## config.mk

```make
export PLATFORM = sky130hd
export DESIGN_NAME = result_writeback_flat
export DESIGN_NICKNAME = d
export VERILOG_FILES = /design/src/rtl/result_writeback_pkg.sv /design/src/rtl/result_writeback_if.sv /design/src/rtl/pixel_quantize.sv /design/src/rtl/result_writeback.sv /design/src/flat_wrapper.sv
export SDC_FILE = /design/constraint.sdc
export NUM_CORES = 1
export LEC_CHECK = 0
export ABC_AREA = 1
export CELL_PAD_IN_SITES_DETAIL_PLACEMENT = 0
export CELL_PAD_IN_SITES_GLOBAL_PLACEMENT = 1
export CORE_AREA = 2 2 646 648
export DETAILED_ROUTE_END_ITERATION = 12
export DIE_AREA = 0 0 648 650
export PLACE_DENSITY = 0.36
export RECOVER_POWER = 25
export REMOVE_ABC_BUFFERS = 1
export SLEW_MARGIN = 20
export SYNTH_ARGS = -nofsm -noshare
export SYNTH_HDL_FRONTEND = slang
export SYNTH_SLANG_ARGS = --single-unit
```

## constraint.sdc

```tcl
create_clock -name clk -period 26.4 [get_ports clk]
set_input_delay 3.96 -clock clk [delete_from_list [all_inputs] [get_ports clk]]
set_output_delay 3.96 -clock clk [all_outputs]
set_load 0.01 [all_outputs]
```

## src/rtl/result_writeback_pkg.sv

```systemverilog
// rtl/result_writeback_pkg.sv - shared NPU constants and writeback FSM encoding
package result_writeback_pkg;

  localparam int NPU_N      = 10;
  localparam int NPU_SHIFT  = 8;
  localparam int NPU_ADDR_W = 16;

  typedef enum logic [1:0] {
    ST_IDLE  = 2'd0,
    ST_WRITE = 2'd1,
    ST_DONE  = 2'd2
  } wb_state_e;

endpackage

```

## src/rtl/result_writeback_if.sv

```systemverilog
// rtl/result_writeback_if.sv - pixel write bus between writeback engine and memory
interface result_writeback_if #(
  parameter int ADDR_W = 16
);

  logic [ADDR_W-1:0] mem_addr;
  logic [7:0]        mem_wdata;
  logic              mem_we;
  logic              mem_ready;

  modport master (output mem_addr, output mem_wdata, output mem_we, input mem_ready);
  modport slave  (input mem_addr, input mem_wdata, input mem_we, output mem_ready);

endinterface

```

## src/rtl/pixel_quantize.sv

```systemverilog
// rtl/pixel_quantize.sv - round-half-up, arithmetic shift and clamp of a signed result to a pixel
module pixel_quantize #(
  parameter int SHIFT = 8
) (
  input  logic [15:0] din,
  output logic [7:0]  dout
);

  // 17 bits hold 32767 + 2^14 without overflow for any legal SHIFT
  localparam logic signed [16:0] RND = 17'sd1 <<< (SHIFT - 1);

  logic signed [16:0] v;
  logic signed [16:0] s;

  always_comb begin
    v = $signed({din[15], din}) + RND;
    s = v >>> SHIFT;
    if (s < 17'sd0) begin
      dout = 8'd0;
    end else if (s > 17'sd255) begin
      dout = 8'hFF;
    end else begin
      dout = s[7:0];
    end
  end

endmodule

```

## src/rtl/result_writeback.sv

```systemverilog
// rtl/result_writeback.sv - snapshots an N x N result tile and writes it row-major as quantized pixels
module result_writeback
  import result_writeback_pkg::*;
#(
  parameter int N      = NPU_N,
  parameter int SHIFT  = NPU_SHIFT,
  parameter int ADDR_W = NPU_ADDR_W,
  parameter int STRIDE = 10
) (
  input  logic                      clk,
  input  logic                      rst,
  input  logic                      start,
  input  logic [N-1:0][N-1:0][15:0] A_result,
  input  logic [ADDR_W-1:0]         base_addr,
  result_writeback_if.master        mem,
  output logic                      busy,
  output logic                      done
);

  localparam int CW = (N > 1) ? $clog2(N) : 1;
  localparam logic [CW-1:0]     LAST     = CW'(N - 1);
  localparam logic [ADDR_W-1:0] STRIDE_A = ADDR_W'(STRIDE);

  wb_state_e                 state_q, state_d;
  logic [CW-1:0]             r_q, r_d, c_q, c_d;
  logic [ADDR_W-1:0]         row_base_q, row_base_d;
  logic [ADDR_W-1:0]         addr_q, addr_d;
  logic [7:0]                wdata_q, wdata_d;
  logic                      we_q, we_d, busy_q, busy_d, done_q, done_d;
  logic [N-1:0][N-1:0][15:0] snap_q, snap_d;

  logic [CW-1:0] nr, nc;
  logic [15:0]   q_in;
  logic [7:0]    q_out;
  logic          accept;

  pixel_quantize #(.SHIFT(SHIFT)) u_quant (
    .din  (q_in),
    .dout (q_out)
  );

  // The quantizer always looks one element ahead so the output registers can load on acceptance
  always_comb begin
    accept = we_q & mem.mem_ready;
    nr     = r_q;
    nc     = c_q + CW'(1);
    if (c_q == LAST) begin
      nc = '0;
      nr = (r_q == LAST) ? '0 : r_q + CW'(1);
    end
    q_in = (state_q == ST_IDLE) ? A_result[0][0] : snap_q[nr][nc];
  end

  always_comb begin
    state_d    = state_q;
    r_d        = r_q;
    c_d        = c_q;
    row_base_d = row_base_q;
    addr_d     = addr_q;
    wdata_d    = wdata_q;
    we_d       = we_q;
    busy_d     = busy_q;
    done_d     = 1'b0;
    snap_d     = snap_q;
    case (state_q)
      ST_IDLE: begin
        if (start) begin
          snap_d     = A_result;
          r_d        = '0;
          c_d        = '0;
          row_base_d = base_addr;
          addr_d     = base_addr;
          wdata_d    = q_out;
          we_d       = 1'b1;
          busy_d     = 1'b1;
          state_d    = ST_WRITE;
        end
      end
      ST_WRITE: begin
        if (accept) begin
          if (r_q == LAST && c_q == LAST) begin
            state_d = ST_DONE;
            we_d    = 1'b0;
            busy_d  = 1'b0;
            done_d  = 1'b1;
            r_d     = '0;
            c_d     = '0;
          end else begin
            r_d     = nr;
            c_d     = nc;
            wdata_d = q_out;
            if (c_q == LAST) begin
              row_base_d = row_base_q + STRIDE_A;
              addr_d     = row_base_q + STRIDE_A;
            end else begin
              addr_d = addr_q + ADDR_W'(1);
            end
          end
        end
      end
      ST_DONE: state_d = ST_IDLE;
      default: state_d = ST_IDLE;
    endcase
  end

  always_ff @(posedge clk) begin
    if (rst) begin
      state_q    <= ST_IDLE;
      r_q        <= '0;
      c_q        <= '0;
      row_base_q <= '0;
      addr_q     <= '0;
      wdata_q    <= '0;
      we_q       <= 1'b0;
      busy_q     <= 1'b0;
      done_q     <= 1'b0;
    end else begin
      state_q    <= state_d;
      r_q        <= r_d;
      c_q        <= c_d;
      row_base_q <= row_base_d;
      addr_q     <= addr_d;
      wdata_q    <= wdata_d;
      we_q       <= we_d;
      busy_q     <= busy_d;
      done_q     <= done_d;
    end
  end

  always_ff @(posedge clk) begin
    snap_q <= snap_d;
  end

  assign mem.mem_addr  = addr_q;
  assign mem.mem_wdata = wdata_q;
  assign mem.mem_we    = we_q;
  assign busy          = busy_q;
  assign done          = done_q;

endmodule

```

## src/flat_wrapper.sv

```systemverilog
// flat-port wrapper written by rule: the top's interface ports become plain ports
module result_writeback_flat import result_writeback_pkg::*;
#(
  parameter int N      = NPU_N,
  parameter int SHIFT  = NPU_SHIFT,
  parameter int ADDR_W = NPU_ADDR_W,
  parameter int STRIDE = 10
)
  (clk, rst, start, A_result, base_addr, busy, done, mem_mem_addr, mem_mem_wdata, mem_mem_we, mem_mem_ready);
  result_writeback_if #(.ADDR_W(ADDR_W)) mem_i ();
  input  logic clk;
  input  logic rst;
  input  logic start;
  input  logic [N-1:0][N-1:0][15:0] A_result;
  input  logic [ADDR_W-1:0] base_addr;
  output logic busy;
  output logic done;
  output wire logic [$bits(mem_i.mem_addr)-1:0] mem_mem_addr;
  output wire logic [$bits(mem_i.mem_wdata)-1:0] mem_mem_wdata;
  output wire logic [$bits(mem_i.mem_we)-1:0] mem_mem_we;
  input wire logic [$bits(mem_i.mem_ready)-1:0] mem_mem_ready;
  assign mem_mem_addr = mem_i.mem_addr;
  assign mem_mem_wdata = mem_i.mem_wdata;
  assign mem_mem_we = mem_i.mem_we;
  assign mem_i.mem_ready = mem_mem_ready;
  result_writeback #(.N(N), .SHIFT(SHIFT), .ADDR_W(ADDR_W), .STRIDE(STRIDE)) u_core (.clk(clk), .rst(rst), .start(start), .A_result(A_result), .base_addr(base_addr), .mem(mem_i), .busy(busy), .done(done));
endmodule
```

==> metrics.md <==
| Metric | Value |
|---|---|
| Initial detailed-routing violation count | 1967 |
| Chip height | 650 um |
| Most frequent cell after synthesis | nand2_1 |
| GRT Total Usage | 11.2% |
| Ys flop type | edfxtp_1 |
| CTS tree | built |
| Synth Area per Inst | 11.1 um^2 |
| Initial DRT Pass Iterations | 5 |
| Synth cell count leaders | 1216 x nand2_1, 900 x edfxtp_1, 683 x nand3_1 |
| Clock tree buffer depth | 4 |
| Setup Skew | 0.0470 ns |
| Internal Dissipation | 3030 uW |
| Setup-failing EPs final | 0 |
| Gate Count Post-Synth | 3626 |
| Routed vias | 31900 |
| Sink Count | 952 |
| Leakage dissipation | 0.0212 uW |
| Setup TNS after final layout | 0 ns |
| Synthesis warning total | 0 |
| Layout Nets | 6195 |
| Core Util, Final | 14.7% |
| Psw | 1000 uW |
| Core region area | 415000 um^2 |
| Seq cells post-synth | 952 |
| Worst EP arrival | 7.96 ns |
| Post-synth top area share | 67.2% |
| Post-placement cell count | 9923 |
| Number of antenna violations at the first check in global routing | 370 |
| CP required | 26.82 ns |
| Share of cells above drive strength 1 | 7.09% |
| Io pins | 1647 |
| Latest clock arrival within the worst-skew pair | 0.87 ns |
| CP endpoint kind | flop |
| Flop pwr share | 44.6% |
| Rel. slew slack | 29.8% |
| Site Rows | 237 |
| Die area | 421000 um^2 |
| Final hold vios | 0 |
| Final min period | 7.54 ns |
| HP Class | reg2reg |
| H-tree Lvls | 4 |
| Post-synth ARST share | 0% |
| DRC | 0 |
| Max Freq | 133 MHz |
| Max-Cap Viols | 0 |
| Top cells by area, synth | edfxtp_1 67%, nand2_1 11%, nand3_1 8.5% |
| R2r setup slk | 19.74 ns |
| Hold_buf cts | 0 |
| Antenna-violating nets left | 0 |
| Vias per cell | 3.11 |
| Min setup slack post-route | 18.86 ns |
| Clock power frac | 47.5% |
| Placer Congestion | 0.751 |
| Fillers | 46600 |
| Worst Tran Pin Value | 1.05 ns |
| Switching share of total power | 24.9% |
| Vias in the first global route | 32500 |
| Max VDD drop | 0.0441 mV |
| Crit path max fanout | 69 |
| Synth cell types | 47 |
| Number of synthesized flops with an enable pin | 900 |
| Die W | 648 um |
| Mapped Area | 40200 um^2 |
| Critical path class | in2reg |
| Final Max Tran Viols | 0 |
| Pre-CTS setup slack | 17.88 ns |
| Comb pwr share | 7.9% |
| Largest net degree at the start of global routing | 117 |
| # Post-CTS Setup Buffers | 0 |
| WL per Instance | 23.6 um |
| First-pass GRT wire length | 313000 um |
| Share of the clock period used by the worst path | 28.6% |
| Total grt overflow | 0 |
| Reg clk slew, reported paths | 0.06 ns |
| Post-Layout Cell Count | 10300 |
| Input/output buffers | 946 |
| Starting Density | 9.69% |
| Status | finished, final reports clean |
| HPWL after DPL | 178000 um |
| Area Overhead vs Synth | 51.3% |
| Final WL | 243000 um |
| CTS Buf Count | 142 |
| CP startpoint kind | primary input |
| Root Driver | clkbuf_16 |
| CTS resizes | 0 |
| Yosys top cell by area | edfxtp_1 |
| PwrDens | 66.2 nW/um^2 |
| RSZ-0062 raised after global routing | false |
| Sequential fraction of the synthesis area | 69.8% |
==> worst max-delay path, stage by stage <==
cell and delay [ns]:
clkdlybuf4s50_1 0.46, nand2_1 0.16, inv_8 0.44, buf_4 0.86, buf_4 0.80, buf_4 0.85
==> final cells by class <==
type	instances	area (um^2)	area share, %
sequential	952	28100	46.1
multi-input combinational	2299	10500	17.2
timing repair buffer	1013	10000	16.5
tap	5497	6880	11.3
clock buffer	168	3710	6.11
clock inverter	76	733	1.21
inverter	162	646	1.06
antenna	120	300	0.494
==> worst paths after layout <==
path,start,to,cells after the start
setup reg to reg,u_core.c_q[0],u_core.mem.mem_wdata[1],23
setup / recovery,start,u_core.snap_q[1400],6
hold reg to reg,u_core.mem.mem_wdata[6],u_core.mem.mem_wdata[6],2
hold / removal,u_core.mem.mem_wdata[6],u_core.mem.mem_wdata[6],2
==> per-stage QoR <==
| step | hold slack [ns] | cell area [um^2] | total power [uW] |
|---|---|---|---|
| floorplan | 0.457 | 39100 | 2010 |
| global placement | 0.466 | 56100 | 2170 |
| detailed placement | 0.468 | 56100 | 2180 |
| CTS | 0.482 | 60500 | 4150 |
| global route | 0.488 | 60700 | 4210 |
| finish | 0.477 | 60800 | 4030 |
==> state kept, by name (all words and copies together) (netlist names) <==
register / flops
u_core.c_q: 4
u_core.done: 1
u_core.mem.mem_addr: 16
u_core.mem.mem_wdata: 8
u_core.mem.mem_we: 1
u_core.r_q: 4
u_core.row_base_q: 16
u_core.snap_q: 900
u_core.state_q: 2
==> metal layers <==
metal | vias to the layer above | share of wire, % | track usage (%)
met5 | - | 0.42 | 0
met4 | 160 | 3.9 | 3.97
met3 | 708 | 8.8 | 4.33
met2 | 1343 | 48 | 19.1
met1 | 15100 | 39 | 12.6
li1 | 14700 | - | -
==> cells in the final DEF, fill, tap and decap left out, types with 25 or more instances in the layout <==
master | synthesis | final
edfxtp_1 | 900 | 900
dlygate4sd3_1 | 0 | 469
nand3_1 | 683 | 683
nand3b_1 | 33 | 33
dfxtp_1 | 52 | 52
buf_4 | 31 | 63
clkdlybuf4s50_1 | 0 | 477
nand2_1 | 1216 | 1215
clkinv_1 | 3 | 25
inv_1 | 149 | 147
diode_2 | 0 | 120
a21oi_1 | 51 | 50
clkbuf_16 | 0 | 145
nor2_1 | 93 | 88
o21ai_0 | 60 | 60
==> power groups by stage <==
| stage | Sequential, uW | Clock, uW | Combinational (uW) |
|---|---|---|---|
| 2_1_floorplan | 1900 | 0 | 106 |
| 3_3_place_gp | 1830 | 0 | 346 |
| 3_5_place_dp | 1830 | 0 | 346 |
| 4_1_cts | 1800 | 2010 | 347 |
| 5_1_grt | 1810 | 2050 | 354 |
| 6_report | 1800 | 1910 | 319 |
==> cells by family (layout without fill, tap and decap cells) <==
| group | Yosys count | in the layout | share of synthesized area [%] |
|---|---|---|---|
| buffers and inverters | 375 | 1419 | 4.41 |
| adders and majority gates | 5 | 5 | 0.156 |
| AOI/OAI and AO/OA | 189 | 189 | 2.82 |
| other | 0 | 120 | 0 |
| DFF | 952 | 952 | 69.8 |
| xor gates and xnor gates | 18 | 18 | 0.392 |
| and+or+nand+nor | 2087 | 2087 | 22.4 |
Power figures use the tool's default switching activity.
